$ cat src/rtl/maze_pkg.sv
// rtl/maze_pkg.sv - shared constants and types for the maze storage stage
//
// Purpose : default maze geometry, FSM state encoding, wall encoding and the
//           goal coordinate shared by maze_memory, maze_bitplane and the solver.
// Ports   : none (package).
package maze_pkg;

   localparam int MAZE_N    = 4;
   localparam int MAZE_SIZE = 1 << MAZE_N;

   typedef enum logic [1:0] {
      ST_LOAD  = 2'd0,
      ST_READY = 2'd1,
      ST_CLEAR = 2'd2
   } maze_state_t;

   // A set bit in the wall map means the cell cannot be entered.
   localparam logic MAZE_WALL = 1'b1;

   // Goal cell is (SIZE-1, SIZE-1): both coordinates all-ones, which is the
   // same condition the datapath uses for "found".
   localparam logic [MAZE_N-1:0] MAZE_GOAL = '1;

endpackage

$ cat src/rtl/maze_bitplane.sv
// rtl/maze_bitplane.sv - SIZE x SIZE bit array with row write, bit set and registered read
//
// Purpose : one bit per maze cell. Used once for walls and once for visited marks.
// Ports   : i_clk, i_rst        clock, asynchronous active-high reset (clears array)
//           i_clr_all           synchronous clear of every bit
//           i_row_we/_addr/_data write one full row (bit i = column i)
//           i_set_en/_x/_y      set a single bit
//           i_rd_en/_x/_y       read a single bit; result on o_rd_bit next cycle
//           o_rd_bit            registered read data, holds when i_rd_en is low
module maze_bitplane
   import maze_pkg::*;
#(
   parameter int N    = MAZE_N,
   parameter int SIZE = 1 << N
) (
   input  logic            i_clk,
   input  logic            i_rst,
   input  logic            i_clr_all,
   input  logic            i_row_we,
   input  logic [N-1:0]    i_row_addr,
   input  logic [SIZE-1:0] i_row_data,
   input  logic            i_set_en,
   input  logic [N-1:0]    i_set_x,
   input  logic [N-1:0]    i_set_y,
   input  logic            i_rd_en,
   input  logic [N-1:0]    i_rd_x,
   input  logic [N-1:0]    i_rd_y,
   output logic            o_rd_bit
);

   logic [SIZE-1:0] r_mem [SIZE];
   logic            r_rd_bit;

   // The read samples the array before this edge's writes land, so a read
   // and a write to the same cell in one cycle return the old value.
   always_ff @(posedge i_clk or posedge i_rst) begin
      if (i_rst) begin
         for (int r = 0; r < SIZE; r++) begin
            r_mem[r] <= '0;
         end
         r_rd_bit <= 1'b0;
      end else begin
         if (i_clr_all) begin
            for (int r = 0; r < SIZE; r++) begin
               r_mem[r] <= '0;
            end
         end else begin
            if (i_row_we) begin
               r_mem[i_row_addr] <= i_row_data;
            end
            if (i_set_en) begin
               r_mem[i_set_y][i_set_x] <= 1'b1;
            end
         end
         if (i_rd_en) begin
            r_rd_bit <= r_mem[i_rd_y][i_rd_x];
         end
      end
   end

   assign o_rd_bit = r_rd_bit;

endmodule

$ cat src/rtl/maze_memory.sv
// rtl/maze_memory.sv - maze wall map loader and blocked-cell query stage
//
// Purpose : holds the SIZE x SIZE wall map (loaded row by row over a
//           valid/ready handshake) and answers one-cycle-latency "is this
//           cell blocked?" queries for the solver. Visited-cell tracking is
//           built only when MAZE_VISITED_EN is defined; without it the
//           mark/clear ports stay in the interface but are ignored.
// Ports   : i_clk, i_rst            clock, asynchronous active-high reset
//           i_start_load            discard map, re-enter LOAD (highest priority)
//           i_load_valid/_row       row handshake input; o_load_ready accepts
//           o_load_done             all rows loaded, map usable
//           i_rd_en/_x/_y           query; o_rd_valid/o_rd_blocked next cycle
//           i_mark_en/_x/_y         mark a cell visited
//           i_clear_visited         erase all visited marks (one row per cycle)
//           o_busy                  in LOAD or CLEAR; queries ignored
module maze_memory
   import maze_pkg::*;
#(
   parameter int N    = MAZE_N,
   parameter int SIZE = 1 << N
) (
   input  logic            i_clk,
   input  logic            i_rst,
   input  logic            i_start_load,
   input  logic            i_load_valid,
   input  logic [SIZE-1:0] i_load_row,
   output logic            o_load_ready,
   output logic            o_load_done,
   input  logic            i_rd_en,
   input  logic [N-1:0]    i_rd_x,
   input  logic [N-1:0]    i_rd_y,
   output logic            o_rd_blocked,
   output logic            o_rd_valid,
   input  logic            i_mark_en,
   input  logic [N-1:0]    i_mark_x,
   input  logic [N-1:0]    i_mark_y,
   input  logic            i_clear_visited,
   output logic            o_busy
);

   localparam logic [N-1:0] ROW_LAST = '1;

   maze_state_t  r_state;
   maze_state_t  w_state_next;
   logic [N-1:0] r_row_cnt;
   logic [N-1:0] w_row_cnt_next;
   logic         r_rd_valid;
   logic         w_wall_we;
   logic         w_rd_go;
   logic         w_wall_bit;
   logic         w_vis_bit;

`ifdef MAZE_VISITED_EN
   logic         w_vis_clr_all;
   logic         w_vis_row_we;
   logic         w_mark_go;
`endif

   always_ff @(posedge i_clk or posedge i_rst) begin
      if (i_rst) begin
         r_state    <= ST_LOAD;
         r_row_cnt  <= '0;
         r_rd_valid <= 1'b0;
      end else begin
         r_state    <= w_state_next;
         r_row_cnt  <= w_row_cnt_next;
         r_rd_valid <= w_rd_go;
      end
   end

   // r_row_cnt is the row pointer in LOAD and the row being wiped in CLEAR.
   always_comb begin
      w_state_next   = r_state;
      w_row_cnt_next = r_row_cnt;
      w_wall_we      = 1'b0;
      w_rd_go        = 1'b0;
      o_load_ready   = 1'b0;
`ifdef MAZE_VISITED_EN
      w_vis_clr_all  = 1'b0;
      w_vis_row_we   = 1'b0;
      w_mark_go      = 1'b0;
`endif
      if (i_start_load) begin
         // Overrides everything, including a row offered in the same cycle.
         w_state_next   = ST_LOAD;
         w_row_cnt_next = '0;
`ifdef MAZE_VISITED_EN
         w_vis_clr_all  = 1'b1;
`endif
      end else begin
         case (r_state)
            ST_LOAD: begin
               o_load_ready = 1'b1;
               if (i_load_valid) begin
                  w_wall_we      = 1'b1;
                  w_row_cnt_next = r_row_cnt + 1'b1;
                  if (r_row_cnt == ROW_LAST) begin
                     w_state_next = ST_READY;
                  end
               end
            end
            ST_READY: begin
               w_rd_go = i_rd_en;
`ifdef MAZE_VISITED_EN
               w_mark_go = i_mark_en;
               if (i_clear_visited) begin
                  w_state_next   = ST_CLEAR;
                  w_row_cnt_next = '0;
               end
`endif
            end
            ST_CLEAR: begin
`ifdef MAZE_VISITED_EN
               w_vis_row_we = 1'b1;
`endif
               w_row_cnt_next = r_row_cnt + 1'b1;
               if (r_row_cnt == ROW_LAST) begin
                  w_state_next = ST_READY;
               end
            end
            default: begin
               w_state_next   = ST_LOAD;
               w_row_cnt_next = '0;
            end
         endcase
      end
   end

   maze_bitplane #(.N(N), .SIZE(SIZE)) u_wall (
      .i_clk      (i_clk),
      .i_rst      (i_rst),
      .i_clr_all  (1'b0),
      .i_row_we   (w_wall_we),
      .i_row_addr (r_row_cnt),
      .i_row_data (i_load_row),
      .i_set_en   (1'b0),
      .i_set_x    ('0),
      .i_set_y    ('0),
      .i_rd_en    (w_rd_go),
      .i_rd_x     (i_rd_x),
      .i_rd_y     (i_rd_y),
      .o_rd_bit   (w_wall_bit)
   );

`ifdef MAZE_VISITED_EN
   maze_bitplane #(.N(N), .SIZE(SIZE)) u_visited (
      .i_clk      (i_clk),
      .i_rst      (i_rst),
      .i_clr_all  (w_vis_clr_all),
      .i_row_we   (w_vis_row_we),
      .i_row_addr (r_row_cnt),
      .i_row_data ('0),
      .i_set_en   (w_mark_go),
      .i_set_x    (i_mark_x),
      .i_set_y    (i_mark_y),
      .i_rd_en    (w_rd_go),
      .i_rd_x     (i_rd_x),
      .i_rd_y     (i_rd_y),
      .o_rd_bit   (w_vis_bit)
   );
`else
   logic w_unused;
   assign w_vis_bit = 1'b0;
   assign w_unused  = &{1'b0, i_mark_en, i_mark_x, i_mark_y, i_clear_visited};
`endif

   assign o_rd_blocked = (w_wall_bit == MAZE_WALL) | w_vis_bit;
   assign o_rd_valid   = r_rd_valid;
   assign o_load_done  = (r_state != ST_LOAD);
   assign o_busy       = (r_state != ST_READY);

endmodule

$ cat config.mk
export PLATFORM = sky130hd
export DESIGN_NAME = maze_memory
export DESIGN_NICKNAME = d
export VERILOG_FILES = /design/src/rtl/maze_pkg.sv /design/src/rtl/maze_bitplane.sv /design/src/rtl/maze_memory.sv
export SDC_FILE = /design/constraint.sdc
export NUM_CORES = 1
export LEC_CHECK = 0
export ABC_AREA = 1
export BUFFER_PORTS_ARGS = -buffer_cell sky130_fd_sc_hd__buf_4
export CAP_MARGIN = 10
export CELL_PAD_IN_SITES_DETAIL_PLACEMENT = 0
export CELL_PAD_IN_SITES_GLOBAL_PLACEMENT = 1
export CORE_UTILIZATION = 47
export DETAILED_ROUTE_END_ITERATION = 6
export HOLD_SLACK_MARGIN = 0.12
export PLACE_DENSITY = 0.87
export SLEW_MARGIN = 0
export SYNTH_ARGS = -nofsm -noshare
export SYNTH_HDL_FRONTEND = slang
export SYNTH_SLANG_ARGS = --single-unit
$ cat constraint.sdc
create_clock -name i_clk -period 9.22 [get_ports i_clk]
set_input_delay 0.922 -clock i_clk [delete_from_list [all_inputs] [get_ports i_clk]]
set_output_delay 0.922 -clock i_clk [all_outputs]
set_load 0.02 [all_outputs]
==> summary.md, run 1 <==
| Metric | Value |
|---|---|
| Register area | `6580 um2` |
| CTS tree | `yes` |
| Row count | `58` |
| Switching share of power | `0.249` |
| Leakage power | `6.14 nW` |
| Detail Placement HPWL | `17.5 mm` |
| Power share of the sequential group | `0.480` |
| FILL cells | `2425` |
| Dominant cell type by area after synthesis | `dfrtp_1` |
| Register area share after synthesis | `0.546` |
| DR vias | `9753` |
| Final Setup Violations | `0` |
| Antenna violations before repair | `0` |
| Initial core utilization | `0.479` |
| Max stage delay on crit path | `0.81 ns` |
| Bufs on Longest Clock Path | `3` |
| R2R cell count | `7` |
| GRT Total Usage | `0.250` |
| Crit. End Element | `flip-flop` |
| Gate Count Post-Synth | `1485` |
| Cell variety after synth | `19` |
| Cts bufs inserted | `29` |
| Multi-input gate area | `4760 um2` |
| Final-stage net count | `1496` |
| CP Capture Point | `u_wall.o_rd_bit` |
| Clock Sinks | `263` |
| Synthesis Warnings | `0` |
| Antenna fix cells | `0` |
| Hold WS | `0.457 ns` |
| Worst Skew | `0.00846 ns` |
| Global-route wire length before repair | `51.3 mm` |
| Instance count on the critical path | `15` |
| RSZ-0062 raised after global routing | `no` |
| Crit-path cells | `buf_4 -> inv_4 -> buf_4 -> nand2_1 -> nand3_1 -> nand3_1 -> nand3_1 -> nand3_1 -> nand3_1 -> nand2_1 -> nand2_1 -> nand3_1 -> nand2_1 -> nand2_1 -> nand2_1` |
| CP max stage cell | `buf_4` |
| Die height | `162 um` |
| Clock power frac | `0.419` |
| Commonest non-fill, non-tap cells in the layout | `405 x nand2_1, 263 x dfrtp_1, 252 x nand3_1` |
| Most used DFF post-synth | `dfrtp_1` |
| Commonest non-fill, non-tap cell in the layout | `nand2_1` |
| Max cap viols | `0` |
| Die area | `26300 um2` |
| Top cell type's share of synthesized area | `0.546` |
| Synthesis-to-finish area growth | `9.76%` |
| Flip-flop and latch count after synthesis | `263` |
| Final period util | `0.366` |
| Hold Vio Cnt, Final | `0` |
| Core Area | `25200 um2` |
| Worst min-delay path class | `input port to asynchronous set/reset pin` |
| Reg2reg end | `u_wall.r_mem[203]` |
| PortBufs | `33` |
| Critical path fanouts, max | `76` |
| CTS root buf | `clkbuf_16` |
| Crit path time final | `3.38 ns` |
| Slew headroom | `0.354` |
| Routed Antenna Nets | `0` |
| RePlAce Congestion | `0.772` |
| Outcome | `finished, final reports clean` |
| First element of the critical path | `i_rd_y[0]` |
| Post-Syn Area per Cell | `8.12 um2` |
| Number of synthesized flops with an enable pin | `0` |
| Vias in the first global route | `9301` |
| Tightest Pin Transition | `0.969 ns` |
| Post-CTS Setup Repair Bufs | `0` |
| Setup TNS after final layout | `0 ns` |
| Async S/R FF share, synth | `1.00` |
| DR WL/cell | `17.5 um` |
| Gr ovfl total | `0` |
| Req. time, crit path | `9.70 ns` |
| Max Freq | `296 MHz` |
| FF-to-FF setup slack | `6.62 ns` |
| Crit start category | `input port` |
| Crit path arrival time | `3.86 ns` |
| Vias per cell | `5.42` |
| Htree depth | `1` |
| Hold Buf Count CTS | `0` |
| Critical R2R Launch | `r_state[0]` |
| Drt drc | `0` |
| Combinational power share | `0.101` |
| Peak supply drop | `0.140 mV` |
| Max Slew Vio Count | `0` |
| Net count of the mapped netlist | `1528` |
| P_sw | `0.000678 W` |
| CP top delay family | `buffers and inverters` |
| Post_cts resized | `0` |
| Synth area leaders | `dfrtp_1 55%, nand2_1 13%, nand3_1 10%` |
| Drt first-iter violations | `1011` |
| PwrDens | `205 nW/um2` |
| Reg clk slew, reported paths | `0.06 ns` |
| Chip width | `162 um` |
| WP buf/inv | `3` |
| Share of cells above drive strength 1 | `0.0734` |
| Largest net degree at the start of global routing | `168` |
| Cell Area, Synth | `12100 um2` |
| Total wire length | `31.5 mm` |
| Pint | `0.00204 W` |
| Clk_lat worst skew | `0.53 ns` |
| IO Count | `44` |
| Critical path type | `input port to flip-flop` |
| Drt first pass iters | `5` |
## worst register-to-register path: stages, from the launching register on
cell     delay [ns]
dfrtp_1        0.42
inv_2          0.10
nand2_2        0.08
nor2_2         0.41
nand4_1        0.79
buf_4          0.50
nand2_1        0.09
o21ai_0        0.08
## through the flow
step	instances	total power, W	worst slack, ns	cell area (um2)	util
floorplan	1485	0.00153	1.06	12100	-
global placement	1752	0.00159	5.30	12300	0.488
detailed placement	1752	0.00160	5.30	12300	0.488
CTS	1801	0.00274	5.85	13200	0.525
global route	1801	0.00284	5.58	13200	0.525
finish	1801	0.00272	5.84	13200	0.525
## power by group through the flow
stage	sequential, W	combinational [W]	clock [W]
final	0.00130	0.000275	0.00114
after global placement	0.00132	0.000271	0
after floorplan	0.00131	0.000212	0
after CTS	0.00130	0.000278	0.00116
after global routing	0.00132	0.000321	0.00121
after detailed placement	0.00132	0.000277	0
## flip-flops by register name, indices dropped and copies added, names as in the netlist
register         count
u_wall.r_mem       256
r_row_cnt            4
o_rd_valid           1
r_state              1
u_wall.o_rd_bit      1
## cell families (layout without fill, tap and decap cells)
| kind of cell | count (synthesis) | after routing | synth area share |
|---|---|---|---|
| and+or+nand+nor | 809 | 809 | 0.281 |
| adders and majority gates | 4 | 4 | 0.00415 |
| AOI/OAI and AO/OA | 261 | 261 | 0.108 |
| buffers and inverters | 148 | 134 | 0.0606 |
| DFF | 263 | 263 | 0.546 |
## cells in the mapped netlist (4+ instances only)
library cell	n
a21oi_1	129
buf_2	32
buf_4	30
clkbuf_1	49
dfrtp_1	263
ha_1	4
inv_1	28
nand2_1	405
nand3_1	252
nand4_1	8
nor2_1	137
o21ai_0	132
## worst min-delay path by stage
stage	from	to	slack, ns	cells past startpoint
final	i_rst	u_wall.r_mem[227]	0.46	2
after global routing	u_wall.r_mem[24]	u_wall.r_mem[24]	0.50	2
after CTS	u_wall.r_mem[35]	u_wall.r_mem[35]	0.49	2
after detailed placement	u_wall.r_mem[35]	u_wall.r_mem[35]	0.47	2
after global placement	u_wall.r_mem[36]	u_wall.r_mem[36]	0.47	2
after floorplan	u_wall.r_mem[224]	u_wall.r_mem[224]	0.45	2
## final cells by class
| type | instances | share of cell area |
|---|---|---|
| sequential | 263 | 0.497 |
| multi-input combinational | 1074 | 0.360 |
| clock buffer | 46 | 0.0657 |
| timing repair buffer | 54 | 0.0316 |
| tap | 330 | 0.0312 |
| inverter | 31 | 0.00955 |
| clock inverter | 3 | 0.00492 |
## per-layer routing
layer	wire [um]	GRT usage
met3	1660	0.0299
met5	0	0
met2	14000	0.391
met4	849	0.0780
met1	15000	0.364
No activity file was read; power rests on OpenSTA's default activity.
==> run 2: changes to the inputs <==
==> constraint.sdc (replaced) <==
create_clock -name i_clk -period 3.5 [get_ports i_clk]
set_input_delay 0.35 -clock i_clk [delete_from_list [all_inputs] [get_ports i_clk]]
set_output_delay 0.35 -clock i_clk [all_outputs]
set_load 0.02 [all_outputs]
==> summary.md, run 2 (synthesized netlist as in run 1, its figures left out) <==
| Metric | Value |
|---|---|
| Total wire length | `32.6 mm (was 31.5 mm)` |
| Commonest non-fill, non-tap cell in the layout | `nand2_1 (unchanged)` |
| Post-Layout Cell Count | `1817 (was 1801)` |
| Power share of the sequential group | `0.475 (was 0.480)` |
| DR vias | `10000 (was 9753)` |
| Crit path time final | `2.41 ns` |
| Hold Vio Cnt, Final | `0 (unchanged)` |
| Crit. End Element | `flip-flop (unchanged)` |
| Max Slew Vio Count | `0 (unchanged)` |
| Reg clk slew, reported paths | `0.06 ns (about the same)` |
| Worst min-delay path class | `input port to flip-flop (was input port to asynchronous set/reset pin)` |
| Die area | `26300 um2 (unchanged)` |
| Chip width | `162 um (unchanged)` |
| Tightest Pin Transition | `0.940 ns (was 0.969 ns)` |
| Drt first-iter violations | `984 (was 1011)` |
| Final-stage net count | `1511 (was 1496)` |
| Cts bufs inserted | `28 (was 29)` |
| Die height | `162 um (unchanged)` |
| Row count | `58 (unchanged)` |
| Met3 wire length | `1.90 mm (was 1.66 mm)` |
| Detail Placement HPWL | `18.5 mm (was 17.5 mm)` |
| Worst Skew | `0.00717 ns (was 0.00846 ns)` |
| Clock Sinks | `263 (unchanged)` |
| Highest routed layer | `met4 (unchanged)` |
| Antenna fix cells | `0 (unchanged)` |
| Detail Route met2 WL | `14.9 mm (was 14.0 mm)` |
| Synthesis-to-finish area growth | `11.7% (was 9.76%)` |
| Drt drc | `0 (unchanged)` |
| Largest registers | `u_wall.r_mem (256), r_row_cnt (4) (unchanged)` |
| Max cap viols | `0 (unchanged)` |
| Bufs on Longest Clock Path | `3 (unchanged)` |
| Clock power frac | `0.420 (was 0.419)` |
| Core Area | `25200 um2 (unchanged)` |
| Worst slack, placed | `1.08 ns (was 5.30 ns)` |
| FF-to-FF setup slack | `1.09 ns (was 6.62 ns)` |
| Critical path type | `flip-flop to flip-flop (was input port to flip-flop)` |
| Global-route wire length before repair | `52.7 mm (was 51.3 mm)` |
| Leakage power | `6.25 nW (was 6.14 nW)` |
| RePlAce Congestion | `0.763 (was 0.772)` |
| Largest register by flop count | `u_wall.r_mem (unchanged)` |
| RSZ-0062 raised after global routing | `no (unchanged)` |
| Initial core utilization | `0.479 (unchanged)` |
| Gr ovfl total | `0 (unchanged)` |
| Fin worst setup slack | `1.09 ns (was 5.84 ns)` |
| Pint | `0.00542 W (was 0.00204 W)` |
| CTS root buf | `clkbuf_16 (unchanged)` |
| P_sw | `0.00182 W (was 0.000678 W)` |
| Peak supply drop | `0.404 mV (was 0.140 mV)` |
| Metal-1 WL | `14.9 mm (was 15.0 mm)` |
| Max Freq | `415 MHz` |
| Largest net degree at the start of global routing | `129 (was 168)` |
| Vias in the first global route | `9557 (was 9301)` |
| Antenna violations before repair | `0 (unchanged)` |
| IO Count | `44 (unchanged)` |
| CTS tree | `yes (unchanged)` |
| PortBufs | `33 (unchanged)` |
| DR WL/cell | `17.9 um (was 17.5 um)` |
| Crit start category | `flip-flop (was input port)` |
| Clk_lat worst skew | `0.54 ns (was 0.53 ns)` |
| Outcome | `finished, final reports clean (unchanged)` |
| Critical path fanouts, max | `17 (was 76)` |
| Commonest non-fill, non-tap cells in the layout | `405 x nand2_1, 263 x dfrtp_1, 252 x nand3_1 (unchanged)` |
| Routed Antenna Nets | `0 (unchanged)` |
| Vias per cell | `5.51 (was 5.42)` |
| Slew headroom | `0.373 (was 0.354)` |
| PwrDens | `538 nW/um2 (was 205 nW/um2)` |
| Final Setup Violations | `0 (unchanged)` |
| Share of cells above drive strength 1 | `0.0834 (was 0.0734)` |
| Placed Cells | `1764 (was 1752)` |
| Htree depth | `1 (unchanged)` |
| Combinational power share | `0.105 (was 0.101)` |
| Final period util | `0.689` |
| Switching share of power | `0.251 (was 0.249)` |
| Post-route cell area | `13500 um2 (was 13200 um2)` |
| Post-DP Area | `12500 um2 (was 12300 um2)` |
| GRT Total Usage | `0.258 (was 0.250)` |
| FILL cells | `2346 (was 2425)` |
| Req. time, crit path | `3.96 ns (was 9.70 ns)` |
| Crit path arrival time | `2.87 ns (was 3.86 ns)` |
| Max reg flops | `256 (unchanged)` |
| Drt first pass iters | `5 (unchanged)` |
-- run 2: cell count changes in the layout (fill, tap and decap cells not counted), sizes merged --
cell and delta:
dlygate4sd3 +4, buf +12, bufinv +1, clkbuf -6, clkinv +3, clkinvlp +2
-- run 2: worst paths after layout --
path,from,endpoint,cells after the start
setup reg to reg,r_state[0],u_wall.r_mem[175],8
setup / recovery,r_state[0],u_wall.r_mem[175],8
min in group asynchronous,i_rst,u_wall.r_mem[199],3
hold / removal,i_rd_x[3],u_wall.o_rd_bit,5
hold reg to reg,u_wall.r_mem[33],u_wall.r_mem[33],2
max in group asynchronous,i_rst,u_wall.r_mem[89],4
-- run 2: worst max-delay path: stages, from the launching register on --
cell and delay, ns:
dfrtp_1 0.43, inv_2 0.10, nand2_2 0.08, nor2_2 0.39
nand2_1 0.18, nor2_2 0.62, buf_4 0.35, nor2_1 0.06
a21oi_1 0.11
-- run 2: layout make-up --
class | instances | area [um2] | area share
clock buffer | 40 | 827 | 0.0614
clock inverter | 9 | 123 | 0.00911
inverter | 31 | 123 | 0.00911
multi-input combinational | 1074 | 4760 | 0.354
sequential | 263 | 6580 | 0.489
tap | 330 | 413 | 0.0307
timing repair buffer | 70 | 636 | 0.0472
-- run 2: timing repair --
| action | 4_1_cts | 5_1_grt |
|---|---|---|
| setup buffers | 0 | 0 |
| hold endpoints to repair | 28 | 0 |
| hold buffers | 4 | 0 |
| resized for setup | 0 | 0 |
| setup endpoints to repair | 0 | 0 |
-- run 2: per-layer routing --
layer	global-route usage	vias to the layer above
met5	0	-
met3	0.0299	55
met1	0.372	4803
met2	0.412	296
met4	0.0746	0
li1	-	4855
-- run 2: power groups by stage --
stage	combinational, W	sequential, W	clock (W)
2_1_floorplan	0.000559	0.00346	0
3_3_place_gp	0.000741	0.00348	0
3_5_place_dp	0.000759	0.00348	0
4_1_cts	0.000768	0.00343	0.00310
5_1_grt	0.000869	0.00347	0.00323
6_report	0.000760	0.00344	0.00304
-- run 2: through the flow --
stage | hold slack, ns | utilization | setup TNS, ns | power [W]
4_1_cts | 0.280 | 0.535 | 0 | 0.00730
3_5_place_dp | 0.473 | 0.495 | 0 | 0.00424
5_1_grt | 0.312 | 0.535 | 0 | 0.00757
3_3_place_gp | 0.466 | 0.495 | 0 | 0.00422
6_report | 0.295 | 0.535 | 0 | 0.00724
2_1_floorplan | 0.423 | - | -84.04 | 0.00402
